**config.mk**
```make
export PLATFORM = sky130hd
export DESIGN_NAME = safe_keypad_entry
export DESIGN_NICKNAME = d
export VERILOG_FILES = /design/src/rtl/safe_pkg.sv /design/src/rtl/safe_lockout_timer.sv /design/src/rtl/safe_keypad_entry.sv
export SDC_FILE = /design/constraint.sdc
export NUM_CORES = 1
export LEC_CHECK = 0
export BUFFER_PORTS_ARGS = -buffer_cell sky130_fd_sc_hd__buf_4
export CAP_MARGIN = 0
export CORE_AREA = 3 3 72 74
export CTS_CLUSTER_SIZE = 30
export DETAILED_ROUTE_END_ITERATION = 7
export DIE_AREA = 0 0 75 77
export PLACE_DENSITY_LB_ADDON = 0.08
export SYNTH_ARGS = -nofsm -noshare
export SYNTH_HDL_FRONTEND = slang
export SYNTH_SLANG_ARGS = --single-unit
```
**constraint.sdc**
```tcl
create_clock -name clock -period 4.7 [get_ports clock]
set_clock_uncertainty 0.2 [all_clocks]
set_input_delay 0.94 -clock clock [delete_from_list [all_inputs] [get_ports clock]]
set_output_delay 0.94 -clock clock [all_outputs]
set_load 0.005 [all_outputs]
```
**src/rtl/safe_pkg.sv**
```systemverilog
`default_nettype none
// ============================================================================
// Module      : safe_pkg
// Description : Shared types and constants for the keypad safe: controller
//               state encoding, key-code values, seven-segment patterns and
//               a helper that maps a state to its display pattern.
// Revision    : 1.0 - initial release
// ============================================================================
package safe_pkg;

  typedef enum logic [1:0] {
    ST_LOCKED  = 2'd0,
    ST_OPEN    = 2'd1,
    ST_PROGRAM = 2'd2,
    ST_LOCKOUT = 2'd3
  } state_e;

  // Key codes; 0-9 are digits, E and F are never acted upon.
  localparam logic [3:0] KEY_DIGIT_MAX = 4'h9;
  localparam logic [3:0] KEY_ENTER     = 4'hA;
  localparam logic [3:0] KEY_CLEAR     = 4'hB;
  localparam logic [3:0] KEY_LOCK      = 4'hC;
  localparam logic [3:0] KEY_PROG      = 4'hD;

  // Active-low segment patterns.
  localparam logic [6:0] SEG_L    = 7'b1000111;
  localparam logic [6:0] SEG_U    = 7'b1000001;
  localparam logic [6:0] SEG_P    = 7'b0001100;
  localparam logic [6:0] SEG_DASH = 7'b0111111;

  function automatic logic [6:0] seg_for_state(input state_e st);
    logic [6:0] seg;
    seg = SEG_L;
    case (st)
      ST_LOCKED:  seg = SEG_L;
      ST_OPEN:    seg = SEG_U;
      ST_PROGRAM: seg = SEG_P;
      ST_LOCKOUT: seg = SEG_DASH;
      default:    seg = SEG_L;
    endcase
    return seg;
  endfunction

endpackage
`default_nettype wire

```
**src/rtl/safe_lockout_timer.sv**
```systemverilog
`default_nettype none
// ============================================================================
// Module      : safe_lockout_timer
// Description : Lockout down-counter. A start strobe loads CYCLES; done_o
//               pulses for one cycle in the last cycle of the interval, so a
//               state entered on the start edge and left on the edge after
//               done_o lasts exactly CYCLES cycles.
// Ports       : clock    - clock
//               reset_n  - asynchronous active-low reset
//               start_i  - load the counter (takes effect on the next edge)
//               done_o   - one-cycle pulse, final cycle of the interval
// Revision    : 1.0 - initial release
// ============================================================================
module safe_lockout_timer #(
  parameter int CYCLES = 1000,
  localparam int W = $clog2(CYCLES + 1)
) (
  input  logic clock,
  input  logic reset_n,
  input  logic start_i,
  output logic done_o
);

  localparam logic [W-1:0] LOAD_VAL = CYCLES[W-1:0];
  localparam logic [W-1:0] ONE      = {{(W-1){1'b0}}, 1'b1};

  logic [W-1:0] count_q;
  logic [W-1:0] count_d;

  always_comb begin
    count_d = count_q;
    if (start_i) begin
      count_d = LOAD_VAL;
    end else if (count_q != '0) begin
      count_d = count_q - ONE;
    end
  end

  always_ff @(posedge clock or negedge reset_n) begin
    if (!reset_n) begin
      count_q <= '0;
    end else begin
      count_q <= count_d;
    end
  end

  assign done_o = (count_q == ONE);

endmodule
`default_nettype wire

```
**src/rtl/safe_keypad_entry.sv**
```systemverilog
`default_nettype none
// ============================================================================
// Module      : safe_keypad_entry
// Description : Keypad-operated safe controller. Collects four-digit codes,
//               opens on a match, locks out after MAX_FAIL consecutive bad
//               entries and allows the code to be reprogrammed while open.
// Ports       : clock      - clock, all state changes on rising edge
//               reset_n    - asynchronous active-low reset
//               key_valid  - one-cycle key strobe
//               key_code   - 0-9 digit, A enter, B clear, C lock, D prog
//               unlocked   - high in OPEN
//               lockout    - high in LOCKOUT
//               fail_count - consecutive failure count
//               display    - active-low seven-segment status pattern
// Revision    : 1.0 - initial release
// ============================================================================
module safe_keypad_entry
  import safe_pkg::*;
#(
  parameter logic [15:0] DEFAULT_CODE   = 16'h1234,
  parameter int          MAX_FAIL       = 3,
  parameter int          LOCKOUT_CYCLES = 1000
) (
  input  logic       clock,
  input  logic       reset_n,
  input  logic       key_valid,
  input  logic [3:0] key_code,
  output logic       unlocked,
  output logic       lockout,
  output logic [1:0] fail_count,
  output logic [6:0] display
);

  // fail_count is two bits wide, so MAX_FAIL is meaningful up to 3.
  localparam logic [1:0] FAIL_LIMIT = MAX_FAIL[1:0];

  state_e      state_q,    state_d;
  logic [15:0] entry_q,    entry_d;
  logic [2:0]  digit_cnt_q, digit_cnt_d;
  logic [1:0]  fail_q,     fail_d;
  logic [15:0] code_q,     code_d;
  logic        unlocked_q, lockout_q;
  logic [6:0]  display_q;

  logic        timer_start;
  logic        timer_done;
  logic        is_digit;
  logic [1:0]  fail_inc;

  assign is_digit = key_valid && (key_code <= KEY_DIGIT_MAX);
  assign fail_inc = fail_q + 2'd1;

  safe_lockout_timer #(
    .CYCLES (LOCKOUT_CYCLES)
  ) u_lockout_timer (
    .clock   (clock),
    .reset_n (reset_n),
    .start_i (timer_start),
    .done_o  (timer_done)
  );

  always_comb begin
    state_d     = state_q;
    entry_d     = entry_q;
    digit_cnt_d = digit_cnt_q;
    fail_d      = fail_q;
    code_d      = code_q;
    timer_start = 1'b0;

    case (state_q)
      ST_LOCKED: begin
        if (is_digit) begin
          if (digit_cnt_q != 3'd4) begin
            entry_d     = {entry_q[11:0], key_code};
            digit_cnt_d = digit_cnt_q + 3'd1;
          end
        end else if (key_valid && key_code == KEY_CLEAR) begin
          entry_d     = '0;
          digit_cnt_d = '0;
        end else if (key_valid && key_code == KEY_ENTER) begin
          entry_d     = '0;
          digit_cnt_d = '0;
          if (digit_cnt_q == 3'd4 && entry_q == code_q) begin
            state_d = ST_OPEN;
            fail_d  = '0;
          end else begin
            fail_d = fail_inc;
            if (fail_inc == FAIL_LIMIT) begin
              state_d     = ST_LOCKOUT;
              timer_start = 1'b1;
            end
          end
        end
      end

      ST_OPEN: begin
        if (key_valid && key_code == KEY_LOCK) begin
          state_d = ST_LOCKED;
        end else if (key_valid && key_code == KEY_PROG) begin
          state_d     = ST_PROGRAM;
          entry_d     = '0;
          digit_cnt_d = '0;
        end
      end

      ST_PROGRAM: begin
        if (is_digit) begin
          if (digit_cnt_q != 3'd4) begin
            entry_d     = {entry_q[11:0], key_code};
            digit_cnt_d = digit_cnt_q + 3'd1;
          end
        end else if (key_valid && key_code == KEY_ENTER) begin
          // A short entry is discarded but the user stays in PROGRAM.
          if (digit_cnt_q == 3'd4) begin
            code_d  = entry_q;
            state_d = ST_OPEN;
          end
          entry_d     = '0;
          digit_cnt_d = '0;
        end else if (key_valid && key_code == KEY_CLEAR) begin
          state_d     = ST_OPEN;
          entry_d     = '0;
          digit_cnt_d = '0;
        end
      end

      ST_LOCKOUT: begin
        if (timer_done) begin
          state_d     = ST_LOCKED;
          fail_d      = '0;
          entry_d     = '0;
          digit_cnt_d = '0;
        end
      end

      default: begin
        state_d = ST_LOCKED;
      end
    endcase
  end

  always_ff @(posedge clock or negedge reset_n) begin
    if (!reset_n) begin
      state_q     <= ST_LOCKED;
      entry_q     <= '0;
      digit_cnt_q <= '0;
      fail_q      <= '0;
      code_q      <= DEFAULT_CODE;
      unlocked_q  <= 1'b0;
      lockout_q   <= 1'b0;
      display_q   <= SEG_L;
    end else begin
      state_q     <= state_d;
      entry_q     <= entry_d;
      digit_cnt_q <= digit_cnt_d;
      fail_q      <= fail_d;
      code_q      <= code_d;
      // Outputs are decoded from the next state so they change on the same
      // edge as the state register rather than one cycle later.
      unlocked_q  <= (state_d == ST_OPEN);
      lockout_q   <= (state_d == ST_LOCKOUT);
      display_q   <= seg_for_state(state_d);
    end
  end

  assign unlocked   = unlocked_q;
  assign lockout    = lockout_q;
  assign fail_count = fail_q;
  assign display    = display_q;

endmodule
`default_nettype wire

```
Yosys cells after proc, flatten, opt, wreduce, memory -nomap -nowiden
Cells that the tools add are included.
Cells by class
  reduce and logical (&&, ||, !) cells: 14
  add/subtract/negate cells: 3
  equal/unequal tests: 23
  bitwise operators: 1
  mux-type cells: 50
  magnitude comparators: 1
Operators with widths (count)
  16-bit 2-to-1 mux: 10
  16-bit one-hot mux with 4 select lines: 1
  2-bit 2-to-1 mux: 17
  3-bit 2-to-1 mux: 10
  7-bit one-hot mux with 4 select lines: 1
  10-bit 2-to-1 mux: 2
  16-bit equality test: 1
  4-bit equality test, second input constant: 4
  2-bit inequality test, second input constant: 6
  3-bit one-hot mux with 4 select lines: 1
  10-bit by 1-bit equality test with 1-bit output, second input constant: 1
  2-bit equality test, second input constant: 5
  5-bit AND reduction: 2
  10-bit nonzero test: 1
  10-bit by 1-bit subtractor with 10-bit output, second input constant: 1
  4-bit inequality test, second input constant: 2
  2-bit one-hot mux with 4 select lines: 1
  1-bit logical AND: 6
  1-bit 2-to-1 mux: 6
  2-bit by 1-bit equality test with 1-bit output, second input constant: 2
  4-bit <= comparator, second input constant: 1
  2-bit logical NOT: 2
  2-bit one-hot mux with 2 select lines: 1
  4-bit AND reduction: 1
  6 further kinds: 7
Word-level totals
  register bits: 58

Longest topological paths before layout
Gate-level depths: netlist (run 1).
  depth after elaboration: 10
  mapped depth: 9

By module
Synthesis (run 1) repeated with hierarchy kept, for this count alone.
Second synthesis, totals
  cells, all modules: 264
  area, all modules: 2751.4 µm²
Modules (own cells, without submodules)
  safe_keypad_entry: times used 1, area an instance 2178.3 µm², cells each 203
  safe_lockout_timer: times used 1, area an instance 573.0 µm², cells each 61

Worst setup path before layout (run 1)
No wires, ideal clock.
  path type: input -> register
  start: input key_code[2]
  end: register display_q[1] (netlist: display[1])
  arrival: 2.258 ns
  data required time: 4.417 ns
  slack: 2.158 ns
  path buffers: 0
  cell stages on the path: 6
  cell sequence: nand4b_1 > or4b_1 > a21oi_1 > nor3_1 > o21ai_0 > ha_1
On the way
  longest elaborated chain between the ends: 8
  elaborated cells between the ends (all ways): 24
RTL lines
  from (decl): RTL line safe_keypad_entry.sv:27  | input logic [3:0] key_code,
  4-bit equality test, on equally long branches
  1-bit logical AND, on equally long branches
  2-bit 2-to-1 mux, on equally long branches: RTL line safe_keypad_entry.sv:120, safe_keypad_entry.sv:80
  2-bit 2-to-1 mux, on equally long branches: RTL line safe_keypad_entry.sv:112, safe_keypad_entry.sv:77
  2-bit 2-to-1 mux, on equally long branches: RTL line safe_keypad_entry.sv:107, safe_keypad_entry.sv:72
  2-bit one-hot mux with 4 select lines (*): RTL line safe_keypad_entry.sv:70  | case (state_q)
  2-bit equality test (tied with other cells): RTL line safe_pkg.sv:34  | case (st)
  7-bit one-hot mux with 4 select lines (*): RTL line safe_pkg.sv:34
  to (signal assigned): RTL line safe_keypad_entry.sv:162  | display_q <= seg_for_state(state_d);
  to (decl): RTL line safe_keypad_entry.sv:43  | logic [6:0] display_q;
Mark *: on every way between the ends. The rest lies on a longest branch, timed or not.
A chain may end at the register's enable or synchronous reset.

Worst setup path after layout (run 1)
  start: register entry_q[7]
  end: register display_q[0] (netlist: display[0])
On the way
  longest elaborated chain between the ends: 9
  elaborated cells between the ends (all ways): 12
RTL lines
  from (decl): RTL line safe_keypad_entry.sv:38  | logic [15:0] entry_q, entry_d;
  from (signal assigned): RTL line safe_keypad_entry.sv:154  | entry_q <= entry_d;
  16-bit equality test (*): RTL line safe_keypad_entry.sv:83  | if (digit_cnt_q == 3'd4 && entry_q == code_q) begin
  1-bit logical AND (*): RTL line safe_keypad_entry.sv:83
  2-bit 2-to-1 mux (*): RTL line safe_keypad_entry.sv:83
  2-bit 2-to-1 mux (*): RTL line safe_keypad_entry.sv:80  | end else if (key_valid && key_code == KEY_ENTER) begin
  2-bit 2-to-1 mux (*): RTL line safe_keypad_entry.sv:77  | end else if (key_valid && key_code == KEY_CLEAR) begin
  2-bit 2-to-1 mux (*): RTL line safe_keypad_entry.sv:72  | if (is_digit) begin
  2-bit one-hot mux with 4 select lines (*): RTL line safe_keypad_entry.sv:70
  via state_d[1]: RTL line safe_keypad_entry.sv:37  | state_e state_q, state_d;
  2-bit equality test (tied with other cells): RTL line safe_pkg.sv:34
  7-bit one-hot mux with 4 select lines (*): RTL line safe_pkg.sv:34
The timed path passes the listed nets; every way through them passes the cells marked *.

==> results.json, run 1 <==
{
  "grt_pass1_vias": 1720,
  "yosysSeqAreaShare_pct": 51.3,
  "drc": 0,
  "synth.distinct_cells": 49,
  "fillCellCount": 376,
  "ys_seq_elements": 55,
  "hold_viol": 0,
  "drive_above_1_share_pct": 28.5,
  "viasPerCell": 5.85,
  "ioPinCount": 18,
  "rsz0062_at_grt": "false",
  "synth_fa_ha_area_share_pct": 4.63,
  "slew_headroom_pct": 26.0,
  "critPathMaxStageDelay_ns": 0.66,
  "synth_compound_area_share_pct": 10.8,
  "period_share_pct": 59.7,
  "syn-num-nets": 241,
  "synth-simple-area-share_pct": 15.2,
  "path_clk_slew_ns": 0.10,
  "gp_congestion": 0.806,
  "power_per_cell_area_nw_per_um2": 484,
  "cts_tree": "done",
  "min_period_ns": 2.80,
  "antenna_found_initial": 0,
  "ant_nets": 0,
  "grt_pass1_wl_um": 8130,
  "ys.flop_type": "dfrtp_1",
  "yosysMostFrequentCell": "dfrtp_1",
  "synth_xor_area_share_pct": 7.13,
  "ys_warn_count": 0,
  "cts-root-buf": "clkbuf_8",
  "reg2reg_slack_ns": 1.90,
  "postRouteWirelength_um": 4880,
  "clock-sinks": 55,
  "initial_core_util_pct": 58.0,
  "async_reset_ff_share_pct": 100,
  "insertion_delay_ns": 0.31,
  "synth_area_leaders": "dfrtp_1 (43%), dfstp_2 (8.8%), mux2_2 (7.1%)",
  "core_um2": 4660,
  "tightest_slew_ns": 1.10,
  "portBuffers": 17,
  "syn_inst": 224,
  "grt_overflow": 0,
  "leakage_nw": 1.43,
  "vdd.ir_drop.worst_mv": 0.273,
  "synthMuxAreaShare_pct": 7.45,
  "critPathKind": "reg -> reg",
  "drt_first_pass_iters": 4,
  "critical_path.endpoint_type": "register",
  "grt_usage_pct": 18.5,
  "die_y_um": 77,
  "hold_buffers": 0,
  "multi_input_area_um2": 1220,
  "die_area_um2": 5780,
  "vias": 1733,
  "synth_common_cells": "dfrtp_1 (46), xor2_1 (21), mux2_2 (17)",
  "wl_per_cell_um": 16.5,
  "dp_hpwl_um": 3480,
  "hold_path_class": "reg -> reg",
  "grt_max_degree": 56,
  "yosysTopAreaCell": "dfrtp_1",
  "required_ns": 4.75,
  "die_w_um": 75,
  "slowest_stage": "o21ai_0",
  "finalSetupViolCount": 0,
  "crit_path_start_kind": "register",
  "final_util_pct": 62.7,
  "synth_edf_count": 0,
  "netlist_area_um2": 2700,
  "crit_chain": "xor2_1 > nor4_1 > nand4_1 > o21ai_0 > nand3b_1 > ha_1 > inv_1",
  "cts_setup_buffers": 0,
  "yosys.area.top_type_share_pct": 42.6,
  "n_antenna_cell": 0,
  "cts_resized": 0,
  "clockBufferDepth": 2,
  "fin_setup_tns_ns": 0,
  "core.rowCount": 25,
  "synth_top_family_by_area": "simple AND/OR/NAND/NOR gates",
  "timing.max_cap.violations": 0,
  "avgSynthCellArea_um2": 12.1,
  "htreeDepth": 2,
  "regArea_um2": 1390,
  "cp.arrival_ns": 2.86,
  "fmax_ghz": 0.357,
  "areaGrowthSynthToFinish_pct": 8.15,
  "status": "finished clean",
  "drt_iter0_drc": 109,
  "cts_buffers": 5,
  "drv_slew": 0,
  "path_max_fanout": 6,
  "layout.nets": 258
}
-- worst max-delay path, delay by kind of cell, from the launching register on --
family / cells / cell delay [ns]
compound gates: 1 / 0.66
flops: 1 / 0.44
xor+xnor: 1 / 0.17
simple gates: 3 / 0.93
buf+inv: 1 / 0.06
fa+ha+maj: 1 / 0.28
-- where the power goes --
| part | internal [W] | total [W] | leakage [nW] | switching [W] |
|---|---|---|---|---|
| Combinational | 0.000212 | 0.000409 | 0.698 | 0.000198 |
| Clock | 0.000104 | 0.000255 | 0.0402 | 0.000151 |
| Sequential | 0.000605 | 0.000752 | 0.689 | 0.000147 |
-- metrics by stage --
stage               hold slack [ns]  instances  setup slack, ns  cell area [um^2]  total power (W)
finish                        0.334        296             1.90              2920          0.00142
global placement              0.300        288             1.73              2830          0.00115
floorplan                     0.284        224             2.16              2700          0.00103
global route                  0.359        296             1.80              2920          0.00151
detailed placement            0.316        288             1.71              2830          0.00117
CTS                           0.338        296             1.87              2920          0.00143
-- registers in the layout (all words and copies together) (netlist names) --
register and count:
u_lockout_timer.count_q 10, code_q 16, display 6, state_q 1
entry_q 16, digit_cnt_q 3, unlocked 1, fail_count 2
-- area by class of cell --
class,instances,area share (%)
Clock buffer,5,2.35
Clock inverter,3,0.685
Inverter,8,1.03
Multi-Input combinational cell,154,41.8
Sequential cell,55,47.5
Tap cell,54,2.31
Timing Repair Buffer,17,4.37
-- worst paths after layout --
kind                                 start        endpoint  depth (start not counted)
worst max-delay path            entry_q[7]      display[0]                          7
min in group asynchronous          reset_n      code_q[13]                          1
worst min-delay path             code_q[3]       code_q[3]                          1
max in group asynchronous          reset_n  digit_cnt_q[2]                          1
worst min register to register   code_q[3]       code_q[3]                          1
worst max register to register  entry_q[7]      display[0]                          7
-- metal layers --
layer  wire, um  up-vias  share of wire, %  global-route usage [%]
li1           -      839                 -                       -
met1       2140      861                44                    23.2
met2       2580       27                53                    31.2
met3        125        6               2.6                    3.93
met4         33        0              0.68                    5.69
met5          0        -                 0                       0
-- cells in the final DEF, fill, tap and decap left out, types with 2 or more instances in the layout --
cell / count
clkinvlp_4: 2
nor2_1: 12
ha_1: 10
nand2_1: 13
nand3b_1: 3
o21a_1: 2
nor4_1: 4
o21ai_0: 4
buf_4: 17
and2_1: 2
xor2_1: 21
a22o_1: 12
inv_1: 8
dfstp_2: 9
nor2b_1: 2
nor3b_1: 3
nand4b_1: 2
nor3_1: 5
a22o_2: 7
clkbuf_8: 5
dfrtp_1: 46
nand3_1: 5
nor3_2: 2
mux2_2: 17
nand4_1: 2
a21oi_1: 3
and2b_2: 2
-- kinds of logic after synthesis --
| kind of cell | Yosys count |
|---|---|
| buffers and inverters | 15 |
| AND/OR/NAND/NOR | 68 |
| AO/OA/AOI/OAI | 36 |
| multiplexers | 18 |
| adder cells (fa/ha/maj) | 10 |
| flip-flops | 55 |
| XOR/XNOR | 22 |
Power figures use the tool's default switching activity.
==> inputs of run 2 (changes only) <==
--- a/config.mk
+++ b/config.mk
@@ -5,12 +5,13 @@
 export SDC_FILE = /design/constraint.sdc
 export NUM_CORES = 1
 export LEC_CHECK = 0
+export ABC_AREA = 1
 export BUFFER_PORTS_ARGS = -buffer_cell sky130_fd_sc_hd__buf_4
 export CAP_MARGIN = 0
-export CORE_AREA = 3 3 72 74
+export CORE_AREA = 3 3 77 79
 export CTS_CLUSTER_SIZE = 30
 export DETAILED_ROUTE_END_ITERATION = 7
-export DIE_AREA = 0 0 75 77
+export DIE_AREA = 0 0 80 82
 export PLACE_DENSITY_LB_ADDON = 0.08
 export SYNTH_ARGS = -nofsm -noshare
 export SYNTH_HDL_FRONTEND = slang
==> constraint.sdc (replaced) <==
create_clock -name clock -period 2.9 [get_ports clock]
set_clock_uncertainty 0.2 [all_clocks]
set_input_delay 0.58 -clock clock [delete_from_list [all_inputs] [get_ports clock]]
set_output_delay 0.58 -clock clock [all_outputs]
set_load 0.005 [all_outputs]
==> run 2 against run 1 <==
  * Wire length up 25%
  * First-iteration DRC count up 90%
  * Sequential share of layout area down 7.0 points
  * Highest routed layer unchanged
==> results.json, run 2 <==
{
  "grt_overflow": 0,
  "hold_path_class": "in -> async",
  "syn_inst": 389,
  "drt_iter0_drc": 207,
  "clockBufferDepth": 2,
  "drv_slew": 0,
  "wl_per_cell_um": 12.7,
  "cts_setup_buffers": 0,
  "critPathKind": "reg -> reg",
  "ys_seq_elements": 55,
  "slew_headroom_pct": 53.9,
  "portBuffers": 17,
  "cts_resized": 0,
  "core.rowCount": 27,
  "yosysSeqAreaShare_pct": 44.3,
  "ioPinCount": 18,
  "postRouteWirelength_um": 6090,
  "gp_congestion": 0.858,
  "cp.arrival_ns": 2.27,
  "insertion_delay_ns": 0.31,
  "timing.max_cap.violations": 0,
  "required_ns": 2.96,
  "grt_pass1_vias": 2279,
  "n_antenna_cell": 0,
  "die_w_um": 80,
  "yosys.area.top_type_share_pct": 36.8,
  "crit_family": "simple AND/OR/NAND/NOR gates",
  "power_per_cell_area_nw_per_um2": 379,
  "cts_buffers": 5,
  "crit_path_start_kind": "register",
  "synth_common_cells": "nand2_1 (107), inv_1 (52), dfrtp_1 (46)",
  "avgSynthCellArea_um2": 8.05,
  "slowest_stage": "dfrtp_1",
  "crit_top_cell": "inv_1",
  "critical_path.endpoint_type": "register",
  "async_reset_ff_share_pct": 100,
  "yosysMostFrequentCell": "nand2_1",
  "antenna_found_initial": 0,
  "grt_pass1_wl_um": 10500,
  "areaGrowthSynthToFinish_pct": 9.35,
  "critPathMaxStageDelay_ns": 0.41,
  "viasPerCell": 4.97,
  "core_um2": 5410,
  "synth_edf_count": 0,
  "htreeDepth": 2,
  "yosysTopAreaCell": "dfrtp_1",
  "die_y_um": 82,
  "synth_area_leaders": "dfrtp_1 (37%), nand2_1 (13%), dfstp_2 (7.6%)",
  "rsz0062_at_grt": "false",
  "dp_hpwl_um": 4510,
  "path_max_fanout": 8,
  "ys_warn_count": 0,
  "drt_first_pass_iters": 5,
  "synth.distinct_cells": 41,
  "ys.flop_type": "dfrtp_1",
  "finalSetupViolCount": 0,
  "leakage_nw": 1.61,
  "tightest_slew_ns": 0.692,
  "ant_nets": 0,
  "syn-num-nets": 406,
  "hold_viol": 0,
  "netlist_area_um2": 3130,
  "drc": 0,
  "fmax_ghz": 0.452,
  "clock-sinks": 55,
  "hold_buffers": 0,
  "fillCellCount": 506,
  "path_clk_slew_ns": 0.10,
  "vdd.ir_drop.worst_mv": 0.192,
  "final_util_pct": 63.4,
  "cts_tree": "done",
  "initial_core_util_pct": 57.9,
  "die_area_um2": 6560,
  "vias": 2378,
  "status": "finished clean",
  "crit_buf_inv": 4,
  "final_cell_mix": "nand2_1 (107), inv_1 (52), dfrtp_1 (46)",
  "reg.largest.list": "code_q x16, entry_q x16, u_lockout_timer.count_q x10",
  "final_common_cell": "nand2_1",
  "drive_above_1_share_pct": 20.4,
  "layout.nets": 422,
  "cts-root-buf": "clkbuf_8",
  "period_share_pct": 76.3,
  "grt_max_degree": 56,
  "grt_usage_pct": 20.3,
  "fin_setup_tns_ns": 0,
  "crit_chain": "inv_1 > ha_1 > nand2_1 > nor2_1 > nand3b_1 > nor2_1 > nand3_1 > nand2_2 > inv_2 > nor2_4 > inv_1 > ha_1 > inv_1",
  "min_period_ns": 2.21
}
## run 2: cell families after synthesis
logic type | synth area share (%)
and+or+nand+nor | 28.2
buffers and inverters | 9.35
AOI/OAI and AO/OA | 11.8
DFF | 44.3
adders and majority gates | 4.00
xor gates and xnor gates | 1.96
muxes | 0.360
## run 2: worst register-to-register path, stage by stage (launching register included)
cell,delay [ns]
dfrtp_1,0.41
inv_1,0.09
ha_1,0.16
nand2_1,0.12
nor2_1,0.13
nand3b_1,0.09
nor2_1,0.10
nand3_1,0.13
nand2_2,0.19
inv_2,0.10
nor2_4,0.11
inv_1,0.08
ha_1,0.20
inv_1,0.05
## run 2: stage by stage
stage          std cells  cell area [um^2]  hold slack [ns]  worst slack (ns)  power, W
6_report             478              3420            0.109             0.687   0.00130
2_1_floorplan        389              3130           0.0844              1.02  0.000787
3_3_place_gp         470              3320            0.268             0.712  0.000812
5_1_grt              478              3420            0.145             0.503   0.00135
4_1_cts              478              3420            0.137             0.697   0.00131
3_5_place_dp         470              3320            0.284             0.658  0.000813
## run 2: worst paths after layout
kind,slack (ns),end,depth (start not counted),start
min in group clock,0.30,entry_q[0],2,entry_q[0]
setup reg to reg,0.69,display[0],13,digit_cnt_q[0]
max in group asynchronous,1.94,code_q[14],1,reset_n
setup / recovery,0.69,display[0],13,digit_cnt_q[0]
hold / removal,0.11,entry_q[13],1,reset_n
hold reg to reg,0.30,entry_q[0],2,entry_q[0]
## run 2: cell type report
type	count	area, um^2	share of cell area [%]
clock buffer	7	76.3	2.23
clock inverter	1	30.0	0.877
inverter	54	203	5.92
multi-input combinational	269	1460	42.7
sequential	55	1390	40.5
tap	72	90.1	2.63
timing repair buffer	20	175	5.12
## run 2: where the power goes
| group | internal (W) | switching (W) | total [W] |
|---|---|---|---|
| logic | 0.00000706 | 0.0000228 | 0.0000299 |
| registers | 0.000767 | 0 | 0.000767 |
| clock network | 0.000259 | 0.000242 | 0.000500 |
## run 2: metal layers
| metal | vias to the layer above | routed length [um] | GRT usage [%] |
|---|---|---|---|
| met1 | 1083 | 3120 | 29.0 |
| met2 | 40 | 2740 | 31.5 |
| met5 | - | 0 | 0 |
| met3 | 6 | 194 | 4.50 |
| met4 | 0 | 42 | 5.24 |
| li1 | 1249 | - | - |
==> inputs of run 3 (changes only) <==
==> constraint.sdc (replaced) <==
create_clock -name clock -period 2.3 [get_ports clock]
set_clock_uncertainty 0.2 [all_clocks]
set_input_delay 0.46 -clock clock [delete_from_list [all_inputs] [get_ports clock]]
set_output_delay 0.46 -clock clock [all_outputs]
set_load 0.005 [all_outputs]
==> run 3 against run 2 <==
  * The flow now finishes with violations (negative hold slack)
  * Non-clock buffer count grew 3
  * Hold slack got worse by 0.12 ns
  * Via count up 1.8%
  * Power rose by 22%
  * Critical path depth is the same
  * Flip-flop and latch count did not move
==> results.json, run 3 (same netlist as run 2, synthesis figures left out) <==
{
  "drv_slew": 0,
  "slew_headroom_pct": 55.0,
  "drive_above_1_share_pct": 22.2,
  "vias": 2420,
  "wl_per_cell_um": 12.0,
  "areaGrowthSynthToFinish_pct": 9.55,
  "timing.max_cap.violations": 0,
  "grt_pass1_wl_um": 9960,
  "r2r_start": "digit_cnt_q[0]",
  "portBuffers": 17,
  "status": "finished with violations",
  "clockBufferDepth": 2,
  "dp_hpwl_um": 4250,
  "reg.largest.list": "code_q x16, entry_q x16, u_lockout_timer.count_q x10",
  "cts-root-buf": "clkbuf_8",
  "core.rowCount": 27,
  "r2r-end": "display[1]",
  "die_area_um2": 6560,
  "crit_chain": "inv_1 > ha_1 > nand2_2 > inv_2 > o21ai_0 > nor2_1 > nand2_1 > nor2_1 > nand4_1 > nand2_1 > nand2_1 > nand2_2 > ha_1",
  "fmax_ghz": 0.489,
  "whs_ns": -0.0142,
  "crit_path_start_kind": "register",
  "path_max_fanout": 3,
  "clock-sinks": 55,
  "ant_nets": 0,
  "reg2reg_slack_ns": 0.25,
  "antenna_found_initial": 0,
  "place_area_um2": 3300,
  "cts_buffers": 5,
  "period_share_pct": 89.0,
  "postRouteWirelength_um": 5790,
  "crit_buf_inv": 2,
  "die_y_um": 82,
  "critPathMaxStageDelay_ns": 0.41,
  "leakage_nw": 1.61,
  "initial_core_util_pct": 57.9,
  "rr_worst_depth": 13,
  "gp_congestion": 0.826,
  "final_common_cell": "nand2_1",
  "grt_overflow": 0,
  "crit_top_cell": "nand2_1",
  "critical_path.endpoint_type": "register",
  "power_per_cell_area_nw_per_um2": 462,
  "layout.nets": 425,
  "violations": "negative hold slack",
  "final_util_pct": 63.5,
  "path_clk_slew_ns": 0.10,
  "dp_cells": 471,
  "vdd.ir_drop.worst_mv": 0.261,
  "final_cell_mix": "nand2_1 (105), inv_1 (51), dfrtp_1 (46)",
  "crit_family": "simple AND/OR/NAND/NOR gates",
  "grt_max_degree": 56,
  "tightest_slew_ns": 0.676,
  "drt_first_pass_iters": 5,
  "die_w_um": 80,
  "viasPerCell": 5.03,
  "final_cell_area_um2": 3430,
  "min_period_ns": 2.05,
  "critPathKind": "reg -> reg",
  "hold_viol": 24,
  "cts_tree": "done",
  "cp.arrival_ns": 2.08,
  "drc": 0,
  "fin_setup_tns_ns": 0,
  "required_ns": 2.33,
  "rsz0062_at_grt": "false",
  "ioPinCount": 18,
  "finalSetupViolCount": 0,
  "drt_iter0_drc": 162,
  "hold_path_class": "in -> async",
  "stdcell_count": 481,
  "hold_buffers": 0,
  "grt_usage_pct": 19.5,
  "grt_pass1_vias": 2218,
  "slowest_stage": "dfrtp_1",
  "n_antenna_cell": 0,
  "core_um2": 5410,
  "insertion_delay_ns": 0.31,
  "htreeDepth": 2
}
-- run 3: cell types whose count changed in the layout (fill, tap and decap cells not counted), sizes merged --
cell	previous run	this run
buf	20	23
bufinv	1	0
clkbuf	7	8
-- run 3: where the power goes --
group,switching [W],internal [W]
registers,0,0.000967
clock network,0.000305,0.000276
logic,0.0000288,0.00000890
total,0.000334,0.00125
-- run 3: cell type report --
type                       count  area, um^2
fill                         470        1970
multi-input combinational    269        1480
sequential                    55        1390
inverter                      54         203
timing repair buffer          23         173
clock buffer                   8         100
tap                           72        90.1
-- run 3: routing by layer --
layer | vias up | track usage, % | routed length, um
li1 | 1259 | - | -
met1 | 1112 | 27.2 | 2920
met2 | 42 | 31.4 | 2600
met3 | 7 | 3.84 | 216
met4 | 0 | 5.07 | 59
met5 | - | 0 | 0
-- run 3: stage by stage --
step / hold slack, ns / total power (W) / setup WS (ns)
2_1_floorplan: -0.0356 / 0.000992 / 0.418
3_3_place_gp: 0.266 / 0.00102 / 0.181
3_5_place_dp: 0.274 / 0.00102 / 0.149
4_1_cts: 0.0102 / 0.00160 / 0.129
5_1_grt: 0.0294 / 0.00165 / 0.0159
6_report: -0.0142 / 0.00159 / 0.254
-- run 3: worst max path at each step --
stage / start / end / depth (start not counted)
2_1_floorplan: digit_cnt_q[0] / display[5] / 12
3_3_place_gp: digit_cnt_q[0] / display[1] / 13
3_5_place_dp: digit_cnt_q[0] / display[1] / 13
4_1_cts: digit_cnt_q[0] / display[1] / 13
5_1_grt: digit_cnt_q[0] / display[0] / 13
6_report: digit_cnt_q[0] / display[1] / 13
-- run 3: worst register-to-register path, cell delays in order, from the launching register on --
cell     delay [ns]
dfrtp_1        0.41
inv_1          0.09
ha_1           0.16
nand2_2        0.09
inv_2          0.09
o21ai_0        0.08
nor2_1         0.09
nand2_1        0.07
nor2_1         0.08
nand4_1        0.13
nand2_1        0.09
nand2_1        0.07
nand2_2        0.10
ha_1           0.23
-- run 3: what timing repair did --
action / CTS / global route
endpoints found under the setup margin: 0 / 4
setup buffers: 0 / 2
gates resized for setup: 0 / 5
